--- src/rtl/vga_timing_pkg.sv ---
// 640x480@60 timing defaults, decoder state type and a small saturating helper
// shared by the VGA sync decoder slice.
package vga_timing_pkg;

  localparam int unsigned COORD_W          = 10;
  localparam int unsigned H_TOTAL_DEF      = 800;
  localparam int unsigned H_ACTIVE_DEF     = 640;
  localparam int unsigned H_SYNC_START_DEF = 656;
  localparam int unsigned H_SYNC_LEN_DEF   = 96;
  localparam int unsigned V_TOTAL_DEF      = 525;
  localparam int unsigned V_ACTIVE_DEF     = 480;
  localparam int unsigned V_SYNC_START_DEF = 490;
  localparam int unsigned V_SYNC_LEN_DEF   = 2;

  typedef enum logic [1:0] {
    SEARCH,
    VERIFY,
    LOCKED
  } sync_state_t;

  function automatic logic [7:0] sat_inc8(input logic [7:0] v);
    return (v == 8'hFF) ? v : v + 8'd1;
  endfunction

endpackage

--- src/rtl/vga_sync_decoder_if.sv ---
// VGA output bus as seen by the decoder: pixel strobe plus the sampled sync/blank lines.
interface vga_sync_decoder_if;
  logic pix_en;
  logic hs;
  logic vs;
  logic blank;

  modport master (output pix_en, hs, vs, blank);
  modport slave  (input  pix_en, hs, vs, blank);
endinterface

--- src/rtl/sync_edge.sv ---
// Strobe-qualified edge detector for one active-low sync line.
module sync_edge (
  input  logic Clk,
  input  logic Reset_n,
  input  logic pix_en,
  input  logic in,
  output logic fall,
  output logic rise
);

  logic prev;

  // Idle level of a sync line is high, so reset there to avoid a phantom rise.
  always_ff @(posedge Clk) begin
    if (!Reset_n)
      prev <= 1'b1;
    else if (pix_en)
      prev <= in;
  end

  assign fall = pix_en &  prev & ~in;
  assign rise = pix_en & ~prev &  in;

endmodule

--- src/rtl/vga_sync_decoder.sv ---
// Rebuilds pixel coordinates from hs/vs/blank, verifies sync timing and tracks lock/errors.
module vga_sync_decoder
  import vga_timing_pkg::*;
#(
  parameter int unsigned H_TOTAL      = H_TOTAL_DEF,
  parameter int unsigned H_ACTIVE     = H_ACTIVE_DEF,
  parameter int unsigned H_SYNC_START = H_SYNC_START_DEF,
  parameter int unsigned H_SYNC_LEN   = H_SYNC_LEN_DEF,
  parameter int unsigned V_TOTAL      = V_TOTAL_DEF,
  parameter int unsigned V_ACTIVE     = V_ACTIVE_DEF,
  parameter int unsigned V_SYNC_START = V_SYNC_START_DEF,
  parameter int unsigned V_SYNC_LEN   = V_SYNC_LEN_DEF
) (
  input  logic                 Clk,
  input  logic                 Reset_n,
  vga_sync_decoder_if.slave    bus,
  output logic [COORD_W-1:0]   RxX,
  output logic [COORD_W-1:0]   RxY,
  output logic                 active,
  output logic                 frame_start,
  output logic                 locked,
  output logic                 sync_err,
  output logic                 blank_err,
  output logic [7:0]           err_count
);

  localparam logic [COORD_W-1:0] H_LAST = COORD_W'(H_TOTAL - 1);
  localparam logic [COORD_W-1:0] V_LAST = COORD_W'(V_TOTAL - 1);
  localparam logic [COORD_W-1:0] H_ACT  = COORD_W'(H_ACTIVE);
  localparam logic [COORD_W-1:0] V_ACT  = COORD_W'(V_ACTIVE);
  localparam logic [COORD_W-1:0] HS_F   = COORD_W'(H_SYNC_START);
  localparam logic [COORD_W-1:0] HS_R   = COORD_W'(H_SYNC_START + H_SYNC_LEN);
  localparam logic [COORD_W-1:0] VS_F   = COORD_W'(V_SYNC_START);
  localparam logic [COORD_W-1:0] VS_R   = COORD_W'(V_SYNC_START + V_SYNC_LEN);

  logic hs_fall, hs_rise, vs_fall, vs_rise;

  sync_edge u_hs_edge (
    .Clk     (Clk),
    .Reset_n (Reset_n),
    .pix_en  (bus.pix_en),
    .in      (bus.hs),
    .fall    (hs_fall),
    .rise    (hs_rise)
  );

  sync_edge u_vs_edge (
    .Clk     (Clk),
    .Reset_n (Reset_n),
    .pix_en  (bus.pix_en),
    .in      (bus.vs),
    .fall    (vs_fall),
    .rise    (vs_rise)
  );

  sync_state_t        state, state_nxt;
  logic [COORD_W-1:0] x, y;
  logic [COORD_W-1:0] cur_x, cur_y, nxt_x, nxt_y;
  logic               in_active, sync_bad, blank_bad, lock_sync_bad;

  // x/y hold the coordinate of the upcoming sample; cur_* is the coordinate assigned
  // to the sample being taken now, which in SEARCH is fixed by a vs fall.
  always_comb begin
    cur_x = x;
    cur_y = y;
    if (state == SEARCH) begin
      cur_x = '0;
      cur_y = vs_fall ? VS_F : '0;
    end

    in_active = (cur_x < H_ACT) && (cur_y < V_ACT);

    sync_bad = (hs_fall && (cur_x != HS_F)) ||
               (hs_rise && (cur_x != HS_R)) ||
               (vs_fall && ((cur_x != '0) || (cur_y != VS_F))) ||
               (vs_rise && ((cur_x != '0) || (cur_y != VS_R)));

    lock_sync_bad = (state == LOCKED) && sync_bad;
    blank_bad     = (state == LOCKED) && (bus.blank != in_active);

    state_nxt = state;
    case (state)
      SEARCH: if (vs_fall) state_nxt = VERIFY;
      VERIFY: begin
        if (sync_bad)     state_nxt = SEARCH;
        else if (vs_fall) state_nxt = LOCKED;
      end
      LOCKED: if (sync_bad) state_nxt = SEARCH;
      default: state_nxt = SEARCH;
    endcase

    nxt_x = '0;
    nxt_y = '0;
    if (state_nxt != SEARCH) begin
      if (cur_x == H_LAST) begin
        nxt_y = (cur_y == V_LAST) ? '0 : cur_y + 1'b1;
      end else begin
        nxt_x = cur_x + 1'b1;
        nxt_y = cur_y;
      end
    end
  end

  always_ff @(posedge Clk) begin
    if (!Reset_n) begin
      state       <= SEARCH;
      x           <= '0;
      y           <= '0;
      RxX         <= '0;
      RxY         <= '0;
      active      <= 1'b0;
      frame_start <= 1'b0;
      locked      <= 1'b0;
      sync_err    <= 1'b0;
      blank_err   <= 1'b0;
      err_count   <= '0;
    end else begin
      frame_start <= 1'b0;
      sync_err    <= 1'b0;
      blank_err   <= 1'b0;
      if (bus.pix_en) begin
        state       <= state_nxt;
        x           <= nxt_x;
        y           <= nxt_y;
        RxX         <= cur_x;
        RxY         <= cur_y;
        locked      <= (state_nxt == LOCKED);
        active      <= (state_nxt == LOCKED) && in_active;
        frame_start <= (state == LOCKED) && (state_nxt == LOCKED) &&
                       (cur_x == '0) && (cur_y == '0);
        sync_err    <= lock_sync_bad;
        blank_err   <= blank_bad;
        if (lock_sync_bad || blank_bad)
          err_count <= sat_inc8(err_count);
      end
    end
  end

endmodule

--- src/flat_wrapper.sv ---
// flat-port wrapper written by rule: the top's interface ports become plain ports
module vga_sync_decoder_flat import vga_timing_pkg::*;
#(
  parameter int unsigned H_TOTAL      = H_TOTAL_DEF,
  parameter int unsigned H_ACTIVE     = H_ACTIVE_DEF,
  parameter int unsigned H_SYNC_START = H_SYNC_START_DEF,
  parameter int unsigned H_SYNC_LEN   = H_SYNC_LEN_DEF,
  parameter int unsigned V_TOTAL      = V_TOTAL_DEF,
  parameter int unsigned V_ACTIVE     = V_ACTIVE_DEF,
  parameter int unsigned V_SYNC_START = V_SYNC_START_DEF,
  parameter int unsigned V_SYNC_LEN   = V_SYNC_LEN_DEF
)
  (Clk, Reset_n, RxX, RxY, active, frame_start, locked, sync_err, blank_err, err_count, bus_pix_en, bus_hs, bus_vs, bus_blank);
  vga_sync_decoder_if bus_i ();
  input  logic Clk;
  input  logic Reset_n;
  output logic [COORD_W-1:0] RxX;
  output logic [COORD_W-1:0] RxY;
  output logic active;
  output logic frame_start;
  output logic locked;
  output logic sync_err;
  output logic blank_err;
  output logic [7:0] err_count;
  input wire logic [$bits(bus_i.pix_en)-1:0] bus_pix_en;
  input wire logic [$bits(bus_i.hs)-1:0] bus_hs;
  input wire logic [$bits(bus_i.vs)-1:0] bus_vs;
  input wire logic [$bits(bus_i.blank)-1:0] bus_blank;
  assign bus_i.pix_en = bus_pix_en;
  assign bus_i.hs = bus_hs;
  assign bus_i.vs = bus_vs;
  assign bus_i.blank = bus_blank;
  vga_sync_decoder #(.H_TOTAL(H_TOTAL), .H_ACTIVE(H_ACTIVE), .H_SYNC_START(H_SYNC_START), .H_SYNC_LEN(H_SYNC_LEN), .V_TOTAL(V_TOTAL), .V_ACTIVE(V_ACTIVE), .V_SYNC_START(V_SYNC_START), .V_SYNC_LEN(V_SYNC_LEN)) u_core (.Clk(Clk), .Reset_n(Reset_n), .bus(bus_i), .RxX(RxX), .RxY(RxY), .active(active), .frame_start(frame_start), .locked(locked), .sync_err(sync_err), .blank_err(blank_err), .err_count(err_count));
endmodule
--- config.mk ---
export PLATFORM = sky130hd
export DESIGN_NAME = vga_sync_decoder_flat
export DESIGN_NICKNAME = d
export VERILOG_FILES = /design/src/rtl/vga_timing_pkg.sv /design/src/rtl/vga_sync_decoder_if.sv /design/src/rtl/sync_edge.sv /design/src/rtl/vga_sync_decoder.sv /design/src/flat_wrapper.sv
export SDC_FILE = /design/constraint.sdc
export NUM_CORES = 1
export LEC_CHECK = 0
export CAP_MARGIN = 20
export CORE_MARGIN = 2
export CORE_UTILIZATION = 35
export CTS_BUF_LIST = sky130_fd_sc_hd__clkbuf_8
export CTS_CLUSTER_SIZE = 8
export DETAILED_ROUTE_END_ITERATION = 10
export GPL_TIMING_DRIVEN = 1
export PLACE_DENSITY = 0.54
export REMOVE_ABC_BUFFERS = 1
export SLEW_MARGIN = 20
export SYNTH_ARGS = -nofsm -noshare
export SYNTH_HDL_FRONTEND = slang
export SYNTH_SLANG_ARGS = --single-unit
--- constraint.sdc ---
create_clock -name Clk -period 4.5 [get_ports Clk]
set_input_delay 1.125 -clock Clk [delete_from_list [all_inputs] [get_ports Clk]]
set_output_delay 1.125 -clock Clk [all_outputs]
set_load 0.01 [all_outputs]
==> results of run 1 <==
==> cell usage after synthesis (5+ instances only) <==
master | number | area share, %
nand2_1 | 43 | 5.1
a21o_1 | 5 | 1.2
mux2i_1 | 15 | 4.8
buf_2 | 5 | 0.79
inv_1 | 10 | 1.2
nor2b_1 | 9 | 1.8
clkbuf_1 | 14 | 1.7
a22o_1 | 6 | 1.7
and3_1 | 8 | 1.6
a31oi_1 | 7 | 1.4
a21oi_1 | 31 | 4.9
nor2_1 | 23 | 2.7
nand3_1 | 17 | 2.7
ha_1 | 6 | 2.4
nand4_1 | 7 | 1.4
dfxtp_1 | 57 | 36
nor3_1 | 6 | 0.95
nand2b_1 | 7 | 1.4
o21ai_0 | 19 | 3.0
==> worst paths after layout <==
path	start	endpoint	slack, ps	cells past startpoint
worst max-delay path	bus_vs	u_core.y[4]	630	11
worst min-delay path	u_core.RxY[9]	u_core.RxY[9]	460	2
worst max register to register	u_core.state[1]	u_core.err_count[7]	1230	12
worst min register to register	u_core.RxY[9]	u_core.RxY[9]	460	2
==> logic make-up (layout without fill, tap and decap cells) <==
| family | count (synthesis) | count (layout) | synth area share [%] |
|---|---|---|---|
| multiplexers | 15 | 15 | 4.77 |
| XOR/XNOR | 5 | 5 | 1.39 |
| flip-flops | 57 | 57 | 36.2 |
| AO/OA/AOI/OAI | 105 | 105 | 23.7 |
| buffers and inverters | 37 | 72 | 5.44 |
| adder cells (fa/ha/maj) | 6 | 6 | 2.38 |
| AND/OR/NAND/NOR | 149 | 149 | 26.1 |
==> per-stage QoR <==
stage,instance area [um2],hold slack (ps),cells,util (%)
final,3780,461,517,43.4
after global routing,3780,485,517,43.4
after CTS,3780,464,517,43.4
after detailed placement,3590,446,501,41.2
after global placement,3590,449,501,41.2
after floorplan,3020,446,347,-
==> layout make-up <==
class                   instances  share of cell area, %
flip-flops and latches         57                   30.2
clock buffers                  10                   3.64
well taps                     108                   3.57
repair buffers                 46                   11.6
multi-input cells             280                   48.6
inverters                      10                  0.993
clock inverters                 6                   1.36
==> per-layer routing <==
| metal | wire length, um | global-route usage [%] |
|---|---|---|
| met5 | 0 | 0 |
| met4 | 227 | 9.38 |
| met3 | 466 | 2.84 |
| met2 | 3910 | 28.3 |
| met1 | 3990 | 24.2 |
==> worst max-delay path: stages <==
cell and delay, ps:
clkdlybuf4s50_1 540, and4bb_4 270, and2_2 240, a21oi_1 190, ha_1 190, or4b_1 420, nor4_1 280, nand4_1 190
nand2_1 310, nor4_1 120, o2bb2a_4 230
==> power groups by stage <==
stage	Sequential [mW]	Clock (mW)	Combinational [mW]
floorplan	0.531	0	0.0618
global placement	0.531	0	0.114
detailed placement	0.531	0	0.115
CTS	0.520	0.481	0.115
global route	0.521	0.505	0.127
finish	0.520	0.467	0.116
==> layout by cell type, fill, tap and decap left out, types with 3 or more instances in the layout <==
master and instances:
dfxtp_1 57, a2bb2oi_1 3, a32oi_1 3, and2_1 3, clkbuf_8 10, o31ai_1 3
inv_1 13, nand2b_1 7, o21ai_0 19, nor2_1 23, nand3_1 17, nand4_1 7
xnor2_1 4, mux2i_1 15, buf_4 8, and3_1 8, nand2_1 43, nor3_1 6
clkdlybuf4s50_1 38, a21oi_1 31, o21a_1 4, a31oi_1 7, nor4_1 4, a22o_1 6
a21o_1 5, o211a_1 4, nor2b_1 9, ha_1 6
==> state kept, by name, indices dropped and copies added (netlist names) <==
| name | flops |
|---|---|
| u_core.locked | 1 |
| u_core.RxX | 10 |
| u_core.state | 2 |
| u_core.blank_err | 1 |
| u_core.err_count | 8 |
| u_core.x | 10 |
| u_core.sync_err | 1 |
| u_core.RxY | 10 |
| u_core.u_vs_edge.prev | 1 |
| u_core.y | 10 |
| u_core.frame_start | 1 |
| u_core.active | 1 |
| u_core.u_hs_edge.prev | 1 |
==> summary.md, run 1 <==
| Metric | Value |
|---|---|
| Max Clock Freq | `0.259 GHz` |
| Min-Delay Path Class | `reg2reg` |
| Core Area | `8720 um2` |
| Power share of the clock group | `42.4%` |
| RD Place Congestion | `0.884` |
| # hold bufs at CTS | `0` |
| P per Cell Area | `around 300 nW/um2` |
| Int Pwr | `818 uW` |
| Slew HR | `57.0%` |
| Sequential cell area | `1140 um2` |
| Critical Path AT | `slightly above 4000 ps` |
| Post-place setup slack | `332 ps` |
| P_leak | `around 1.5 nW` |
| Switching Share | `25.9%` |
| Fill count | `861` |
| Sequential power share | `47.2%` |
| Sw power | `285 uW` |
| Cts bufs inserted | `9` |
| Max cap viols | `0` |
| Initial DRT Pass Iterations | `6` |
| Synthesized area | `between 3000 and 4000 um2` |
| # H-tree levels | `3` |
| Slew Limit Fails | `0` |
| Setup Buffers After CTS | `0` |
| Largest net degree at the start of global routing | `44` |
| Setup violations, final | `0` |
| FFs w/ async S/R, synth | `0%` |
| GRT Util Overall | `18.2%` |
| Worst-path clk slew | `60 ps` |
| Status | `finished clean` |
| Worst-skew pair later-pin latency | `340 ps` |
| Post-route minimum period | `3870 ps` |
| Max rail drop VDD | `0.121 mV` |
| Crit start category | `input port` |
| RSZ-0062 raised after global routing | `false` |
| Vias in the first global route | `2,798` |
| Initial Util | `between 30% and 40%` |
| Share of layout cells above drive strength 1 | `10.8%` |
| Die width | `98.9 um` |
| Setup TNS | `0 ps` |
| Iter 0 DRT Violations | `around 150` |
| Clock sink count | `57` |
| WP data required | `roughly 4700 ps` |
| Layout Area Growth over Synthesis | `20.0%` |
| Multi-input logic area | `between 1500 and 2000 um2` |
| Layout Skew | `5.44 ps` |
| Seq/Total Area, Yosys | `36.2%` |
| Vert. Die Dim | `about 100 um` |
| Via density | `~5.6` |
| Final Worst Setup Slack | `632 ps` |
| Antenna violations before repair | `0` |
| Gate power share | `between 10% and 20%` |
| Library cells used by synthesis | `65` |
| Yosys reg bits | `57` |
| Ys Warns | `0` |
| Crit path kind | `in2reg` |
| Worst-Margin Slew | `640 ps` |
| Aggregate routed wire length | `~8600 um` |
| Antenna viol nets, final | `0` |
| Syn Inst Count | `374` |
| EDFF count, synth | `0` |
| Root Buffer Master | `clkbuf_8` |
| CTS tree | `built` |
| Final net count | `416` |
| Synth Flop Type | `dfxtp_1` |
| Overall power | `1.10 mW` |
| Routed WL per cell | `between 15 and 20 um` |
| Die Footprint | `9780 um2` |
| Clock tree buffer depth | `2` |
| Final Cycle Share | `86.0%` |
| # DRC | `0` |
| Total gr overflow | `0` |
| Crit. End Element | `flip-flop` |
| Crit Path Max Fanout | `9` |
| Total inserted antenna cells | `0` |
| Hold Fails Final Rpt | `0` |
| Via Count | `2,900` |
| First-pass GRT wire length | `14,000 um` |
| Row count | `34` |
| Post-CTS sizing | `0` |
| Boundary Pins | `39` |
| Dpl hpwl | `just under 6000 um` |
| I/O Buffers | `38` |
| Avg Synthesized Cell Area | `about 8.4 um2` |
Note: power is estimated with default switching activity, not from simulation.
==> inputs of run 2 (changes only) <==
--- a/config.mk
+++ b/config.mk
@@ -12,7 +12,7 @@
 export CTS_CLUSTER_SIZE = 8
 export DETAILED_ROUTE_END_ITERATION = 10
 export GPL_TIMING_DRIVEN = 1
-export PLACE_DENSITY = 0.54
+export PLACE_DENSITY = 0.56
 export REMOVE_ABC_BUFFERS = 1
 export SLEW_MARGIN = 20
 export SYNTH_ARGS = -nofsm -noshare
==> constraint.sdc (replaced) <==
create_clock -name Clk -period 3.2 [get_ports Clk]
set_input_delay 0.8 -clock Clk [delete_from_list [all_inputs] [get_ports Clk]]
set_output_delay 0.8 -clock Clk [all_outputs]
set_load 0.01 [all_outputs]
==> run 2 against run 1 <==
Design area grew 7.0%. Wire length up 2.9%. Clock-buffer cell count is 1 higher. Non-clock buffer count is 29 higher. Setup slack worse by 530 ps. Clock power grew 30%. Critical endpoint is now u_core.y[8]. Cell count is 5.8% higher. Utilization increased by 3.0 points. Register-to-register slack worse by 920 ps. Flip-flop and latch count unchanged. Via count up 2.1%. Die area stayed put.
==> summary.md, run 2 (same netlist as run 1, synthesis figures left out) <==
| Metric | Value |
|---|---|
| Status | `finished clean` |
| Max Clock Freq | `approximately 0.32 GHz` |
| Worst-Margin Slew | `543 ps` |
| Worst-path clk slew | `around 60 ps` |
| Crit. End Element | `flip-flop` |
| Overall power | `around 1.5 mW` |
| WP depth | `11` |
| Final net count | `446` |
| # H-tree levels | `3` |
| Final Cycle Share | `96.9%` |
| Slew HR | `63.7%` |
| Die Footprint | `9780 um2` |
| Core Area | `8720 um2` |
| Via density | `between 5 and 6` |
| Antenna viol nets, final | `0` |
| Switching Share | `around 27%` |
| Slowest cell on the critical path | `or4b_4` |
| GRT Util Overall | `18.7%` |
| Die width | `around 99 um` |
| I/O Buffers | `38` |
| Hold Fails Final Rpt | `0` |
| Max rail drop VDD | `0.172 mV` |
| Final core occ | `46.4%` |
| Layout Area Growth over Synthesis | `28.4%` |
| Row count | `34` |
| Worst hold margin | `464 ps` |
| Largest net degree at the start of global routing | `44` |
| Post-place setup slack | `-543 ps` |
| Root Buffer Master | `clkbuf_8` |
| Initial DRT Pass Iterations | `5` |
| Vias in the first global route | `2,955` |
| Boundary Pins | `39` |
| Total gr overflow | `0` |
| Worst hold path cell count | `2` |
| Most frequent cells in the layout | `dfxtp_1 (57), nand2_1 (42), buf_4 (37)` |
| Max cap viols | `0` |
| CTS tree | `built` |
| Initial Util | `approximately 36%` |
| P per Cell Area | `378 nW/um2` |
| Delay-heaviest family, CP | `simple AND/OR/NAND/NOR gates` |
| Power share of the clock group | `39.6%` |
| Crit path kind | `in2reg` |
| Routed WL per cell | `16.2 um` |
| Clock tree buffer depth | `2` |
| Max stage delay on crit path | `470 ps` |
| Crit Path Max Fanout | `3` |
| Final Worst Setup Slack | `100 ps` |
| Sw power | `about 410 uW` |
| Crit start category | `input port` |
| Commonest non-fill, non-tap cell in the layout | `dfxtp_1` |
| Via Count | `2,960` |
| Share of layout cells above drive strength 1 | `18.9%` |
| Dpl hpwl | `6170 um` |
| Worst-skew pair later-pin latency | `340 ps` |
| Layout Skew | `7.22 ps` |
| Iter 0 DRT Violations | `131` |
| Sequential power share | `47.7%` |
| Antenna violations before repair | `0` |
| P_leak | `1.63 nW` |
| WP data required | `around 3400 ps` |
| Cts bufs inserted | `9` |
| RD Place Congestion | `0.900` |
| Critical path buffers and inverters | `2` |
| Gate power share | `12.8%` |
| Total inserted antenna cells | `0` |
| Critical Path AT | `3310 ps` |
| Setup violations, final | `0` |
| Min-Delay Path Class | `reg2reg` |
| RSZ-0062 raised after global routing | `false` |
| Critical Path, Cell by Cell | `dlymetal6s2s_1 -> and4bb_4 -> and2_2 -> a21oi_2 -> ha_2 -> or4b_4 -> nor4_4 -> nand4_1 -> buf_4 -> nand3_4 -> o221ai_1` |
| Clock sink count | `57` |
| Int Pwr | `1.12 mW` |
| Vert. Die Dim | `roughly 99 um` |
| First-pass GRT wire length | `14,700 um` |
| # DRC | `0` |
| Aggregate routed wire length | `8850 um` |
| Post-route minimum period | `3100 ps` |
| Slew Limit Fails | `0` |
| Worst-case reg-to-reg path depth | `10` |
| # hold bufs at CTS | `0` |
| Fill count | `861` |
[run 2: changes by cell type in the layout (fill, tap and decap cells not counted), moves of 2 or more]
cell,previous run,this run
buf_4,8,37
a21oi_1,31,29
a21oi_2,0,2
clkdlybuf4s50_1,38,36
dlymetal6s2s_1,0,2
nor4_1,4,2
[run 2: worst register-to-register path, cell delays in order, from the launching register on]
cell      delay (ps)
dfxtp_1          370
or2_1            300
buf_4            190
a21oi_2          170
ha_2             190
or4b_4           470
nor4_4           280
nand4_1          310
buf_4            260
nand3_4           90
o221ai_1         140
[run 2: layout make-up]
class / instances / area [um2] / area share, %
multi-input cells: 281 / 1900 / 46.8
flip-flops and latches: 57 / 1140 / 28.2
repair buffers: 75 / 663 / 16.4
clock buffers: 11 / 151 / 3.74
well taps: 108 / 135 / 3.34
inverters: 10 / 37.5 / 0.928
clock inverters: 5 / 22.5 / 0.557
[run 2: worst paths after layout]
check	slack, ps	start	to
max	100	bus_pix_en	u_core.y[8]
min	460	u_core.RxY[4]	u_core.RxY[4]
max reg2reg	310	u_core.state[0]	u_core.y[8]
min reg2reg	460	u_core.RxY[4]	u_core.RxY[4]
[run 2: what timing repair did]
action / 4_1_cts / 5_1_grt
setup endpoints to repair: 12 / 32
gates resized for setup: 4 / 9
pin swaps: 1 / 5
buffers inserted: 0 / 1
gates cloned: 0 / 1
[run 2: power by group through the flow]
| stage | Sequential (mW) | Clock (mW) | Combinational [mW] |
|---|---|---|---|
| final | 0.730 | 0.605 | 0.195 |
| after CTS | 0.729 | 0.621 | 0.189 |
| after floorplan | 0.747 | 0 | 0.0869 |
| after global placement | 0.745 | 0 | 0.186 |
| after global routing | 0.731 | 0.649 | 0.215 |
| after detailed placement | 0.745 | 0 | 0.186 |
[run 2: metrics by stage]
step           cell area, um2  TNS [ps]  instances
2_1_floorplan            3020         0        347
3_3_place_gp             3800     -9740        529
3_5_place_dp             3800    -11880        529
4_1_cts                  3990         0        545
5_1_grt                  4050         0        547
6_report                 4050         0        547
[run 2: per-layer routing]
layer / up-vias / GRT usage (%) / wire [um]
met3: 7 / 5.32 / 424
met5: - / 0 / 0
li1: 1481 / - / -
met1: 1397 / 25.2 / 4290
met4: 0 / 6.22 / 107
met2: 75 / 29.0 / 4030
